--- src/rtl/accum_table_wr_ctrl_if.sv ---
// Handshake/bus bundle for the accumulator table write-address sequencer.
// Optional feature macro: ACCUM_WR_OVERWRITE_EN adds overwrite / ovw_out.
// Signals:
//   start, submat_m, submat_n  tile launch request and tile indices
//   overwrite                  replace-instead-of-accumulate flag (macro only)
//   ready, busy, done          sequencer status; done pulses with a tile's final write
//   wr_en_out, wr_addr_out     per-column write enables and packed per-column addresses
//   ovw_out                    per-column overwrite flags (macro only)
// Modports: master drives requests (testbench/producer), slave is the sequencer.
interface accum_table_wr_ctrl_if #(
    parameter int unsigned MAX_OUT_ROWS = 128,
    parameter int unsigned MAX_OUT_COLS = 128,
    parameter int unsigned SYS_ARR_ROWS = 16,
    parameter int unsigned SYS_ARR_COLS = 16
);
    localparam int unsigned NUM_ACCUM_ROWS = MAX_OUT_ROWS * (MAX_OUT_COLS / SYS_ARR_COLS);
    localparam int unsigned ADDR_W         = $clog2(NUM_ACCUM_ROWS);
    localparam int unsigned M_W            = $clog2(MAX_OUT_ROWS / SYS_ARR_ROWS);
    localparam int unsigned N_W            = $clog2(MAX_OUT_COLS / SYS_ARR_COLS);

    logic                             start;
    logic [M_W-1:0]                   submat_m;
    logic [N_W-1:0]                   submat_n;
    logic                             ready;
    logic                             busy;
    logic                             done;
    logic [SYS_ARR_COLS-1:0]          wr_en_out;
    logic [ADDR_W*SYS_ARR_COLS-1:0]   wr_addr_out;
`ifdef ACCUM_WR_OVERWRITE_EN
    logic                             overwrite;
    logic [SYS_ARR_COLS-1:0]          ovw_out;
`endif

    modport master (
        output start, submat_m, submat_n,
`ifdef ACCUM_WR_OVERWRITE_EN
        output overwrite,
        input  ovw_out,
`endif
        input  ready, busy, done, wr_en_out, wr_addr_out
    );

    modport slave (
        input  start, submat_m, submat_n,
`ifdef ACCUM_WR_OVERWRITE_EN
        input  overwrite,
        output ovw_out,
`endif
        output ready, busy, done, wr_en_out, wr_addr_out
    );
endinterface

--- src/rtl/accum_table_wr_ctrl.sv ---
// Write-side address sequencer for the accumulator table. Emits column-0
// write enable/address for one SYS_ARR_ROWS x SYS_ARR_COLS output tile and
// skews them across columns (column c trails column 0 by c cycles), using
// the same row mapping as the read side.
// Optional feature macro: ACCUM_WR_OVERWRITE_EN (per-column overwrite flag).
// Ports:
//   clk    rising-edge clock
//   reset  asynchronous active-high reset
//   bus    accum_table_wr_ctrl_if.slave (start/submat_m/submat_n in;
//          ready/busy/done/wr_en_out/wr_addr_out out; overwrite/ovw_out with macro)
module accum_table_wr_ctrl #(
    parameter int unsigned MAX_OUT_ROWS = 128,
    parameter int unsigned MAX_OUT_COLS = 128,
    parameter int unsigned SYS_ARR_ROWS = 16,
    parameter int unsigned SYS_ARR_COLS = 16
) (
    input  logic                   clk,
    input  logic                   reset,
    accum_table_wr_ctrl_if.slave   bus
);
    localparam int unsigned NUM_ACCUM_ROWS = MAX_OUT_ROWS * (MAX_OUT_COLS / SYS_ARR_COLS);
    localparam int unsigned ADDR_W         = $clog2(NUM_ACCUM_ROWS);
    localparam int unsigned ROW_W          = $clog2(SYS_ARR_ROWS);
    localparam int unsigned N_SH           = $clog2(MAX_OUT_ROWS);
    localparam int unsigned COLS           = SYS_ARR_COLS;

    typedef enum logic [1:0] {
        ST_IDLE  = 2'd0,
        ST_WRITE = 2'd1,
        ST_DRAIN = 2'd2
    } state_t;

    state_t                   state_q, state_nxt;
    logic [ROW_W-1:0]         sub_row_q, sub_row_nxt;
    logic [ADDR_W-1:0]        base_q, base_nxt;
    logic [ADDR_W-1:0]        new_base_c;
    logic                     accept_c;
    logic                     last_row_c;

    logic                     ready_q, ready_nxt;
    logic                     busy_q, busy_nxt;
    logic                     done_q, done_nxt;
    logic                     col0_en_nxt;
    logic [ADDR_W-1:0]        col0_addr_nxt;
    logic [COLS-1:0]          wr_en_q;
    logic [ADDR_W*COLS-1:0]   wr_addr_q;

`ifdef ACCUM_WR_OVERWRITE_EN
    logic                     ovw_q, ovw_nxt;
    logic                     col0_ovw_nxt;
    logic [COLS-1:0]          ovw_pipe_q;
`endif

    // Tile base row in the table: column-block n, then row-block m.
    assign new_base_c = (ADDR_W'(bus.submat_n) << N_SH) + (ADDR_W'(bus.submat_m) << ROW_W);
    assign accept_c   = bus.start & ready_q;
    assign last_row_c = (sub_row_q == ROW_W'(SYS_ARR_ROWS - 1));

    // Next state, column-0 stage and registered status flags.
    always_comb begin
        state_nxt   = state_q;
        sub_row_nxt = sub_row_q;
        base_nxt    = base_q;
`ifdef ACCUM_WR_OVERWRITE_EN
        ovw_nxt     = ovw_q;
`endif
        unique case (state_q)
            ST_IDLE: begin
                if (accept_c) state_nxt = ST_WRITE;
            end
            ST_WRITE: begin
                if (!last_row_c)   sub_row_nxt = sub_row_q + ROW_W'(1);
                else if (!accept_c) state_nxt  = ST_DRAIN;
            end
            ST_DRAIN: begin
                // Leave only once no earlier column still has a write queued.
                if (accept_c)                      state_nxt = ST_WRITE;
                else if (wr_en_q[COLS-2:0] == '0)  state_nxt = ST_IDLE;
            end
            default: state_nxt = ST_IDLE;
        endcase

        if (accept_c) begin
            sub_row_nxt = '0;
            base_nxt    = new_base_c;
`ifdef ACCUM_WR_OVERWRITE_EN
            ovw_nxt     = bus.overwrite;
`endif
        end

        col0_en_nxt   = (state_nxt == ST_WRITE);
        col0_addr_nxt = base_nxt + ADDR_W'(sub_row_nxt);
`ifdef ACCUM_WR_OVERWRITE_EN
        col0_ovw_nxt  = col0_en_nxt & ovw_nxt;
`endif

        ready_nxt = (state_nxt != ST_WRITE) || (sub_row_nxt == ROW_W'(SYS_ARR_ROWS - 1));
        busy_nxt  = (state_nxt != ST_IDLE) || col0_en_nxt || (wr_en_q[COLS-2:0] != '0);
        // Row index equals the low address bits, so the last-column final row is
        // detectable one stage early and lands in step with that write.
        done_nxt  = wr_en_q[COLS-2] & (&wr_addr_q[(COLS-2)*ADDR_W +: ROW_W]);
    end

    // State register and column skew chain.
    always_ff @(posedge clk or posedge reset) begin
        if (reset) begin
            state_q    <= ST_IDLE;
            sub_row_q  <= '0;
            base_q     <= '0;
            ready_q    <= 1'b1;
            busy_q     <= 1'b0;
            done_q     <= 1'b0;
            wr_en_q    <= '0;
            wr_addr_q  <= '0;
`ifdef ACCUM_WR_OVERWRITE_EN
            ovw_q      <= 1'b0;
            ovw_pipe_q <= '0;
`endif
        end else begin
            state_q    <= state_nxt;
            sub_row_q  <= sub_row_nxt;
            base_q     <= base_nxt;
            ready_q    <= ready_nxt;
            busy_q     <= busy_nxt;
            done_q     <= done_nxt;
            wr_en_q    <= {wr_en_q[COLS-2:0], col0_en_nxt};
            wr_addr_q  <= {wr_addr_q[ADDR_W*(COLS-1)-1:0], col0_addr_nxt};
`ifdef ACCUM_WR_OVERWRITE_EN
            ovw_q      <= ovw_nxt;
            ovw_pipe_q <= {ovw_pipe_q[COLS-2:0], col0_ovw_nxt};
`endif
        end
    end

    assign bus.ready       = ready_q;
    assign bus.busy        = busy_q;
    assign bus.done        = done_q;
    assign bus.wr_en_out   = wr_en_q;
    assign bus.wr_addr_out = wr_addr_q;
`ifdef ACCUM_WR_OVERWRITE_EN
    assign bus.ovw_out     = ovw_pipe_q;
`endif
endmodule

--- src/flat_wrapper.sv ---
// flat-port wrapper written by rule: the top's interface ports become plain ports
module accum_table_wr_ctrl_flat 
#(
    parameter int unsigned MAX_OUT_ROWS = 128,
    parameter int unsigned MAX_OUT_COLS = 128,
    parameter int unsigned SYS_ARR_ROWS = 16,
    parameter int unsigned SYS_ARR_COLS = 16
)
  (clk, reset, bus_start, bus_submat_m, bus_submat_n, bus_ready, bus_busy, bus_done, bus_wr_en_out, bus_wr_addr_out);
  accum_table_wr_ctrl_if #(.MAX_OUT_ROWS(MAX_OUT_ROWS), .MAX_OUT_COLS(MAX_OUT_COLS), .SYS_ARR_ROWS(SYS_ARR_ROWS), .SYS_ARR_COLS(SYS_ARR_COLS)) bus_i ();
  input  logic clk;
  input  logic reset;
  input wire logic [$bits(bus_i.start)-1:0] bus_start;
  input wire logic [$bits(bus_i.submat_m)-1:0] bus_submat_m;
  input wire logic [$bits(bus_i.submat_n)-1:0] bus_submat_n;
  output wire logic [$bits(bus_i.ready)-1:0] bus_ready;
  output wire logic [$bits(bus_i.busy)-1:0] bus_busy;
  output wire logic [$bits(bus_i.done)-1:0] bus_done;
  output wire logic [$bits(bus_i.wr_en_out)-1:0] bus_wr_en_out;
  output wire logic [$bits(bus_i.wr_addr_out)-1:0] bus_wr_addr_out;
  assign bus_i.start = bus_start;
  assign bus_i.submat_m = bus_submat_m;
  assign bus_i.submat_n = bus_submat_n;
  assign bus_ready = bus_i.ready;
  assign bus_busy = bus_i.busy;
  assign bus_done = bus_i.done;
  assign bus_wr_en_out = bus_i.wr_en_out;
  assign bus_wr_addr_out = bus_i.wr_addr_out;
  accum_table_wr_ctrl #(.MAX_OUT_ROWS(MAX_OUT_ROWS), .MAX_OUT_COLS(MAX_OUT_COLS), .SYS_ARR_ROWS(SYS_ARR_ROWS), .SYS_ARR_COLS(SYS_ARR_COLS)) u_core (.clk(clk), .reset(reset), .bus(bus_i));
endmodule
--- config.mk ---
export PLATFORM = sky130hd
export DESIGN_NAME = accum_table_wr_ctrl_flat
export DESIGN_NICKNAME = d
export VERILOG_FILES = /design/src/rtl/accum_table_wr_ctrl_if.sv /design/src/rtl/accum_table_wr_ctrl.sv /design/src/flat_wrapper.sv
export SDC_FILE = /design/constraint.sdc
export NUM_CORES = 1
export LEC_CHECK = 0
export BUFFER_PORTS_ARGS = -buffer_cell sky130_fd_sc_hd__clkbuf_2
export CAP_MARGIN = 20
export CORE_ASPECT_RATIO = 0.75
export CORE_MARGIN = 2
export CORE_UTILIZATION = 35
export CTS_CLUSTER_SIZE = 30
export DETAILED_ROUTE_END_ITERATION = 10
export PLACE_DENSITY = 0.65
export SLEW_MARGIN = 20
export SYNTH_ARGS = -nofsm -noshare
export SYNTH_HDL_FRONTEND = slang
export SYNTH_SLANG_ARGS = --single-unit
--- constraint.sdc ---
create_clock -name clk -period 14.25 [get_ports clk]
set_clock_uncertainty 0.1 [all_clocks]
set_input_delay 0.7125 -clock clk [delete_from_list [all_inputs] [get_ports clk]]
set_output_delay 0.7125 -clock clk [all_outputs]
set_load 0.05 [all_outputs]
== Yosys cells after proc, flatten, opt, wreduce, memory -nomap -nowiden ==
Index checks and enable logic that the tools add are counted.
Storage, ports and cells
  word-level logic and storage cells: 37
  bits in registers: 195
  output and inout port bits: 179
  input bits: 9
Operators by class
  bitwise logic cells: 2
  add/subtract/negate cells: 3
  reductions and logical operators: 8
  muxes and demuxes: 10
  equal/unequal tests: 6
Operators by type and width (count)
  $logic_not A15 Y1: 1
  $reduce_bool A15 Y1: 1
  $mux W4: 3
  $add A10 B4 Y10: 1
  $add A10 B7 Y10: 1
  $mux W10: 1
  $mux W2: 5
  $eq A4 B4 Y1 const B: 2
  $pmux W2 S3: 1
  $add A4 B1 Y4 const B: 1
  $eq A2 B1 Y1 const B: 2
  $reduce_and A4 Y1: 1
  $logic_or A1 B1 Y1: 3
  $and A1 B1 Y1: 2
  $eq A2 B2 Y1 const B: 1
  $logic_not A2 Y1: 1
  $ne A2 B1 Y1 const B: 1
  $reduce_bool A2 Y1: 1

== Longest topological paths before layout ==
Gate-level depths: netlist of run 1.
  depth in word-level cells: 7
  depth in mapped cells: 12
  mapped depth without buffers: 12

== Least setup slack after synthesis of run 1 ==
No wires, ideal clock.
  path type: reg2reg
  start: register u_core.ready_q (netlist: u_core.bus.ready)
  end: register u_core.wr_addr_q[8] (netlist: u_core.bus.wr_addr_out[8])
  setup time: 0.126 ns
  arrival time: 2.533 ns
  slack: 11.491 ns
  path buffers: 2
  cell stages (with the launch flop): 11
  data required time: 14.024 ns
  path through: dfstp_2 > and2_1 > buf_2 > buf_1 > nor2_1 > ha_1 > inv_1 > fa_1 > inv_1 > maj3_2 > o311a_1
Between the ends
  longest elaborated chain between the ends: 3
  elaborated cells on any way between the ends: 4
  those cells by class: 1 x add/sub; 2 x mux; 1 x bitwise
RTL lines
  start: declaration: line accum_table_wr_ctrl.sv:40  | logic ready_q, ready_nxt;
  start signal: assignment: line accum_table_wr_ctrl.sv:123  | ready_q <= ready_nxt;
  $and A1 B1 Y1: line accum_table_wr_ctrl.sv:56  | assign accept_c = bus.start & ready_q;
  $mux W4: line accum_table_wr_ctrl.sv:83  | if (accept_c) begin
  named net u_core.sub_row_nxt[0]: line accum_table_wr_ctrl.sv:34  | logic [ROW_W-1:0] sub_row_q, sub_row_nxt;
  $add A10 B4 Y10: line accum_table_wr_ctrl.sv:92  | col0_addr_nxt = base_nxt + ADDR_W'(sub_row_nxt);
  named net u_core.col0_addr_nxt[8]: line accum_table_wr_ctrl.sv:44  | logic [ADDR_W-1:0] col0_addr_nxt;
  end signal: assignment: line accum_table_wr_ctrl.sv:127  | wr_addr_q <= {wr_addr_q[ADDR_W*(COLS-1)-1:0], col0_addr_nxt};
  end: declaration: line accum_table_wr_ctrl.sv:46  | logic [ADDR_W*COLS-1:0] wr_addr_q;
The timed path passes the listed nets, and every way through them passes these cells.

== Final worst setup path of run 1 ==
Same ends and word-level chain as after synthesis.

==> out/results.ini, run 1 <==
[placed_design]
gp_congestion = 0.837
post-dp-hpwl_mm = 8.16
numPortBuffers = 187
pre_cts_slack_ns = 11.23

[floorplanning]
die_w_um = 150
rows = 40
io_pins = 188
core_um2 = 15900
die_h_um = 114
dieArea_um2 = 17100
start_util = 0.354

[clock_network]
clk_latency_ns = 0.42
cts_root_buffer = clkbuf_16
hold_buffers = 0
h-tree-depth = 4
cts_tree = done
path_clk_slew_ns = 0.07
cts_resized = 0
numCtsBuffers = 17
cts_max_path_buffers = 2
clock_sinks = 195
post_cts_buffers = 0

[logic_synthesis]
yosysWarnings = 0
synth_fp_nets = 319
synthTopCellsByCount = 194 x dfrtp_1, 15 x nand2_1, 11 x nor2_1
synth.avg_cell_area_um2 = 18.3
synth.largest_area_cell = dfrtp_1
netlist_area_um2 = 5610
ys_ff_latch = 195
async_flop_share = 1.00
synth_top_area_frac = 0.865
synth_area_leaders = dfrtp_1 87%, nand2_1 1.0%, xnor2_1 0.94%, nor2_1 0.74%, ha_1 0.67%
synth_flop_cell = dfrtp_1
synthCells = 306
ys_types = 41
synth_edf_count = 0
ys_seq_area_frac = 0.870
yosysMostFrequentCell = dfrtp_1

[sta]
max_freq_mhz = 364
rsz0062_at_grt = no
setup_ws_ns = 11.50
finalMaxSlewViolations = 0
setup_viol = 0
finalHoldViolCount = 0
post-route-period-util = 0.193
setup-tns-final_ns = 0
relSlewSlack = 0.383
period_needed_ns = 2.75
worstMarginPinSlew_ns = 0.925

[worst_setup_path]
rr_worst_depth = 8
path_max_fanout = 18
crit_start = u_core.bus.ready
worst_ep_required_time_ns = 14.45
crit_end = u_core.bus.wr_addr_out[8]
r2r_start = u_core.bus.ready
start_kind = flip-flop
worstSetupPathType = flip-flop to flip-flop
rr_endpoint = u_core.bus.wr_addr_out[8]
endpoint_kind = flip-flop
r2r_setup_slack_ns = 11.50
critPathArrivalTime_ns = 2.95

[status]
outcome = completed

[cells_and_area]
layout.nets = 523
diodes = 0
post-route-util = 0.463
drive_above_1_share = 0.442
area_growth_pct = 31.0

[global_routing]
grt_usage = 0.138
grt_overflow = 0
grt_pass1_wl_mm = 17.7
grt_pass1_vias = 3242
antenna_found_initial = 0
grt_max_degree = 121

[detailed_routing]
routed_wl_mm = 11.4
routed_via_density = 4.42
vias = 3237
drt_first_pass_iters = 4
route.detailed.drc = 0
drt-wirelength-per-cell_um = 15.6
drt-initial-drc-count = 94
ant_nets = 0

[hold_path]
min_path_type = flip-flop to flip-flop

[flow_run]
maxCapViolations = 0

## how the worst min path moves through the flow
stage                                        to                   startpoint  depth (start not counted)
floorplan                      u_core.base_q[0]             u_core.base_q[0]                          1
global placement     u_core.bus.wr_addr_out[87]   u_core.bus.wr_addr_out[77]                          0
detailed placement   u_core.bus.wr_addr_out[61]   u_core.bus.wr_addr_out[51]                          0
CTS                  u_core.bus.wr_addr_out[49]   u_core.bus.wr_addr_out[39]                          0
global route        u_core.bus.wr_addr_out[120]  u_core.bus.wr_addr_out[110]                          0
finish               u_core.bus.wr_addr_out[40]   u_core.bus.wr_addr_out[30]                          0
## cells in the final DEF (no fill, tap or decap), drive strengths merged, types with 3 or more instances in the layout
master    count
mux2i         3
nand2        15
inv          11
a21oi         8
nor3          4
ha            3
o211ai        4
dfrtp       194
clkinv        5
clkinvlp      4
clkbuf      206
a211oi        3
mux2          3
xnor2         6
nor4          4
nand2b        3
and2          5
nor2         11
nand3         6
## stage by stage
step,hold WS [ns],cell area [um^2],std cells
2_1_floorplan,0.356,5610,306
3_3_place_gp,0.257,6810,701
3_5_place_dp,0.259,6810,701
4_1_cts,0.272,7350,733
5_1_grt,0.279,7350,733
6_report,0.269,7350,733
## critical path: stages (launching register included)
cell and delay [ns]:
dfstp_2 0.55, and2_1 0.55, nor2_1 0.18, ha_1 0.24, inv_1 0.07, fa_1 0.19, inv_1 0.05, maj3_2 0.35
o311a_1 0.35
## sequential cells by signal, summed over array words and instances, names as in the netlist
signal and count:
u_core.base_q 10, u_core.bus.busy 1, u_core.bus.done 1, u_core.bus.ready 1, u_core.bus.wr_addr_out 160, u_core.bus.wr_en_out 16, u_core.state_q 2, u_core.sub_row_q 4
## area by class of cell
cell class | instances | area, um^2
Clock buffer | 19 | 443
Fill cell | 1401 | 8510
Sequential cell | 195 | 4880
Clock inverter | 13 | 103
Inverter | 7 | 33.8
Tap cell | 210 | 263
Timing Repair Buffer | 188 | 943
Multi-Input combinational cell | 101 | 684
## layer usage
| metal | routed length, um | global-route usage | up-vias |
|---|---|---|---|
| met5 | 0 | 0 | - |
| met4 | 85 | 0.0509 | 0 |
| met3 | 997 | 0.0512 | 8 |
| met2 | 5490 | 0.212 | 143 |
| met1 | 4830 | 0.179 | 1636 |
| li1 | - | - | 1450 |
## cells by family after synthesis
family | share of synthesized area
flops | 0.870
simple gates | 0.0522
compound gates | 0.0326
buf+inv | 0.00825
xor+xnor | 0.0109
mux | 0.0120
fa+ha+maj | 0.0143
Power of run 1 is not shown: default switching activity piles up to over one toggle a cycle in this logic, so the estimate is an artifact.
==> run 2: changes to the inputs <==
- PLACE_DENSITY: 0.65 -> 0.67
- clock period: 14.25 -> 2.4 ns (I/O delays scaled with it)
==> run 2 against run 1 <==
The flow now finishes with violations (negative setup slack). Critical endpoint is now u_core.bus.wr_addr_out[9]. Count of clock-buffer cells in the layout down 2. Routed wire length up 7.2%. Utilization up 2.6 points. Global-route usage up 0.68 points. Setup slack worse by 12 ns.
==> out/results.ini, run 2 (synthesized netlist as in run 1, its figures left out) <==
[status]
outcome = finished, violations left
violations = negative setup slack

[sta]
whs_ns = 0.0273  ; -0.242 ns
post-route-period-util = 1.01  ; +0.817
setup_viol = 1  ; +1
finalHoldViolCount = 0  ; unchanged
worstMarginPinSlew_ns = 0.825  ; -0.100 ns
period_needed_ns = 2.42  ; -0.325 ns
rsz0062_at_grt = yes
relSlewSlack = 0.449  ; +0.0657
setup_ws_ns = -0.0237  ; -11.52 ns
setup-tns-final_ns = -0.0237  ; -0.0237 ns
max_freq_mhz = 413  ; +13%
finalMaxSlewViolations = 0  ; unchanged

[global_routing]
met2_usage = 0.223  ; +0.0104
grt_usage = 0.144  ; +0.00682
grt_util_met1 = 0.196  ; +0.0166
grt_pass1_vias = 3303  ; +1.9%
grt_max_degree = 49  ; -60%
gr-usage-met3 = 0.0552  ; +0.00400
top_usage_layer = met2
grt_pass1_wl_mm = 18.5  ; +4.4%
antenna_found_initial = 0  ; unchanged
grt_overflow = 0  ; unchanged

[detailed_routing]
drt-wirelength-per-cell_um = 16.1  ; +3.4%
route.detailed.drc = 0  ; unchanged
drt_first_pass_iters = 4  ; unchanged
routed_wl_mm = 12.2  ; +7.2%
drt-initial-drc-count = 161  ; +71%
ant_nets = 0  ; unchanged
routed_via_density = 4.35  ; -1.6%
vias = 3304  ; +2.1%

[cells_and_area]
area_growth_pct = 38.3
drive_above_1_share = 0.485  ; +0.0438
diodes = 0  ; unchanged
layout_commonest_cell = dfrtp_1
layout.nets = 550  ; +5.2%
largest_reg_flops = 160  ; unchanged
final_cell_mix = 194 x dfrtp_1, 187 x clkbuf_2, 17 x clkbuf_16, 17 x buf_4, 14 x nand2_1

[placed_design]
gp_congestion = 0.838  ; about the same
numPortBuffers = 187  ; unchanged
post-dp-hpwl_mm = 8.85  ; +8.4%

[clock_network]
cts_tree = done
h-tree-depth = 4  ; unchanged
numCtsBuffers = 17  ; unchanged
path_clk_slew_ns = 0.07  ; about the same
clk_latency_ns = 0.42  ; about the same
clock_sinks = 195  ; unchanged
cts_max_path_buffers = 2  ; unchanged
cts_root_buffer = clkbuf_16

[worst_setup_path]
start_kind = flip-flop
path_max_fanout = 5  ; -13
worstSetupPathType = flip-flop to flip-flop
critPathArrivalTime_ns = 2.67  ; -0.28 ns
worst_ep_required_time_ns = 2.65  ; -11.80 ns
endpoint_kind = flip-flop

[floorplanning]
die_w_um = 150  ; unchanged
core_um2 = 15900  ; unchanged
io_pins = 188  ; unchanged
dieArea_um2 = 17100  ; unchanged
rows = 40  ; unchanged
die_h_um = 114  ; unchanged
start_util = 0.354  ; unchanged

[hold_path]
min_path_type = primary input to flip-flop

[flow_run]
maxCapViolations = 0  ; unchanged

-- run 2: per-layer routing --
layer / vias to the layer above / share of wire
met1: 1662 / 0.45
met3: 7 / 0.066
met2: 136 / 0.48
li1: 1499 / -
met5: - / 0
met4: 0 / 0.0034
-- run 2: area by class of cell --
cell class	instances	area, um^2
fillers	1334	8110
flip-flops and latches	195	4880
repair buffers	215	1210
multi-input cells	101	800
clock buffers	17	425
well taps	210	263
clock inverters	15	148
inverters	7	30.0
-- run 2: worst paths after layout --
| path | from | endpoint | slack (ns) | cells after the start |
|---|---|---|---|---|
| worst max-delay path | u_core.sub_row_q[1] | u_core.bus.wr_addr_out[9] | -0.02 | 10 |
| worst min-delay path | bus_submat_m[2] | u_core.base_q[6] | 0.03 | 3 |
| worst max register to register | u_core.sub_row_q[1] | u_core.bus.wr_addr_out[9] | -0.02 | 10 |
| worst min register to register | u_core.bus.wr_addr_out[40] | u_core.bus.wr_addr_out[50] | 0.27 | 0 |
| max in group asynchronous | reset | u_core.bus.ready | 1.17 | 4 |
| min in group asynchronous | reset | u_core.bus.wr_addr_out[113] | 0.30 | 3 |
-- run 2: repair_timing --
| action | in CTS | in global routing |
|---|---|---|
| pin swaps | 9 | 10 |
| endpoints found under the hold margin | 38 | 0 |
| endpoints found under the setup margin | 7 | 7 |
| hold buffers | 7 | 0 |
| buffers inserted | 2 | 1 |
| resized for setup | 4 | 6 |
-- run 2: critical path, cell delays in order, from the launching register on --
cell,delay (ns)
dfrtp_1,0.42
ha_4,0.19
nand3_4,0.07
nand2_4,0.09
mux2i_4,0.21
nor2_4,0.15
ha_4,0.21
a21o_1,0.17
maj3_2,0.36
o211ai_1,0.23
xnor2_1,0.14
-- run 2: metrics by stage --
stage | area, um^2 | std cells | setup WS, ns | util
after global placement | 7020 | 718 | 0.0216 | 0.442
after detailed placement | 7020 | 718 | -0.0697 | 0.442
after CTS | 7710 | 759 | -0.0373 | 0.486
after floorplan | 5670 | 306 | -0.338 | -
after global routing | 7760 | 760 | -0.140 | 0.489
final | 7760 | 760 | -0.0237 | 0.489
Power of run 2 is left out for the same reason.
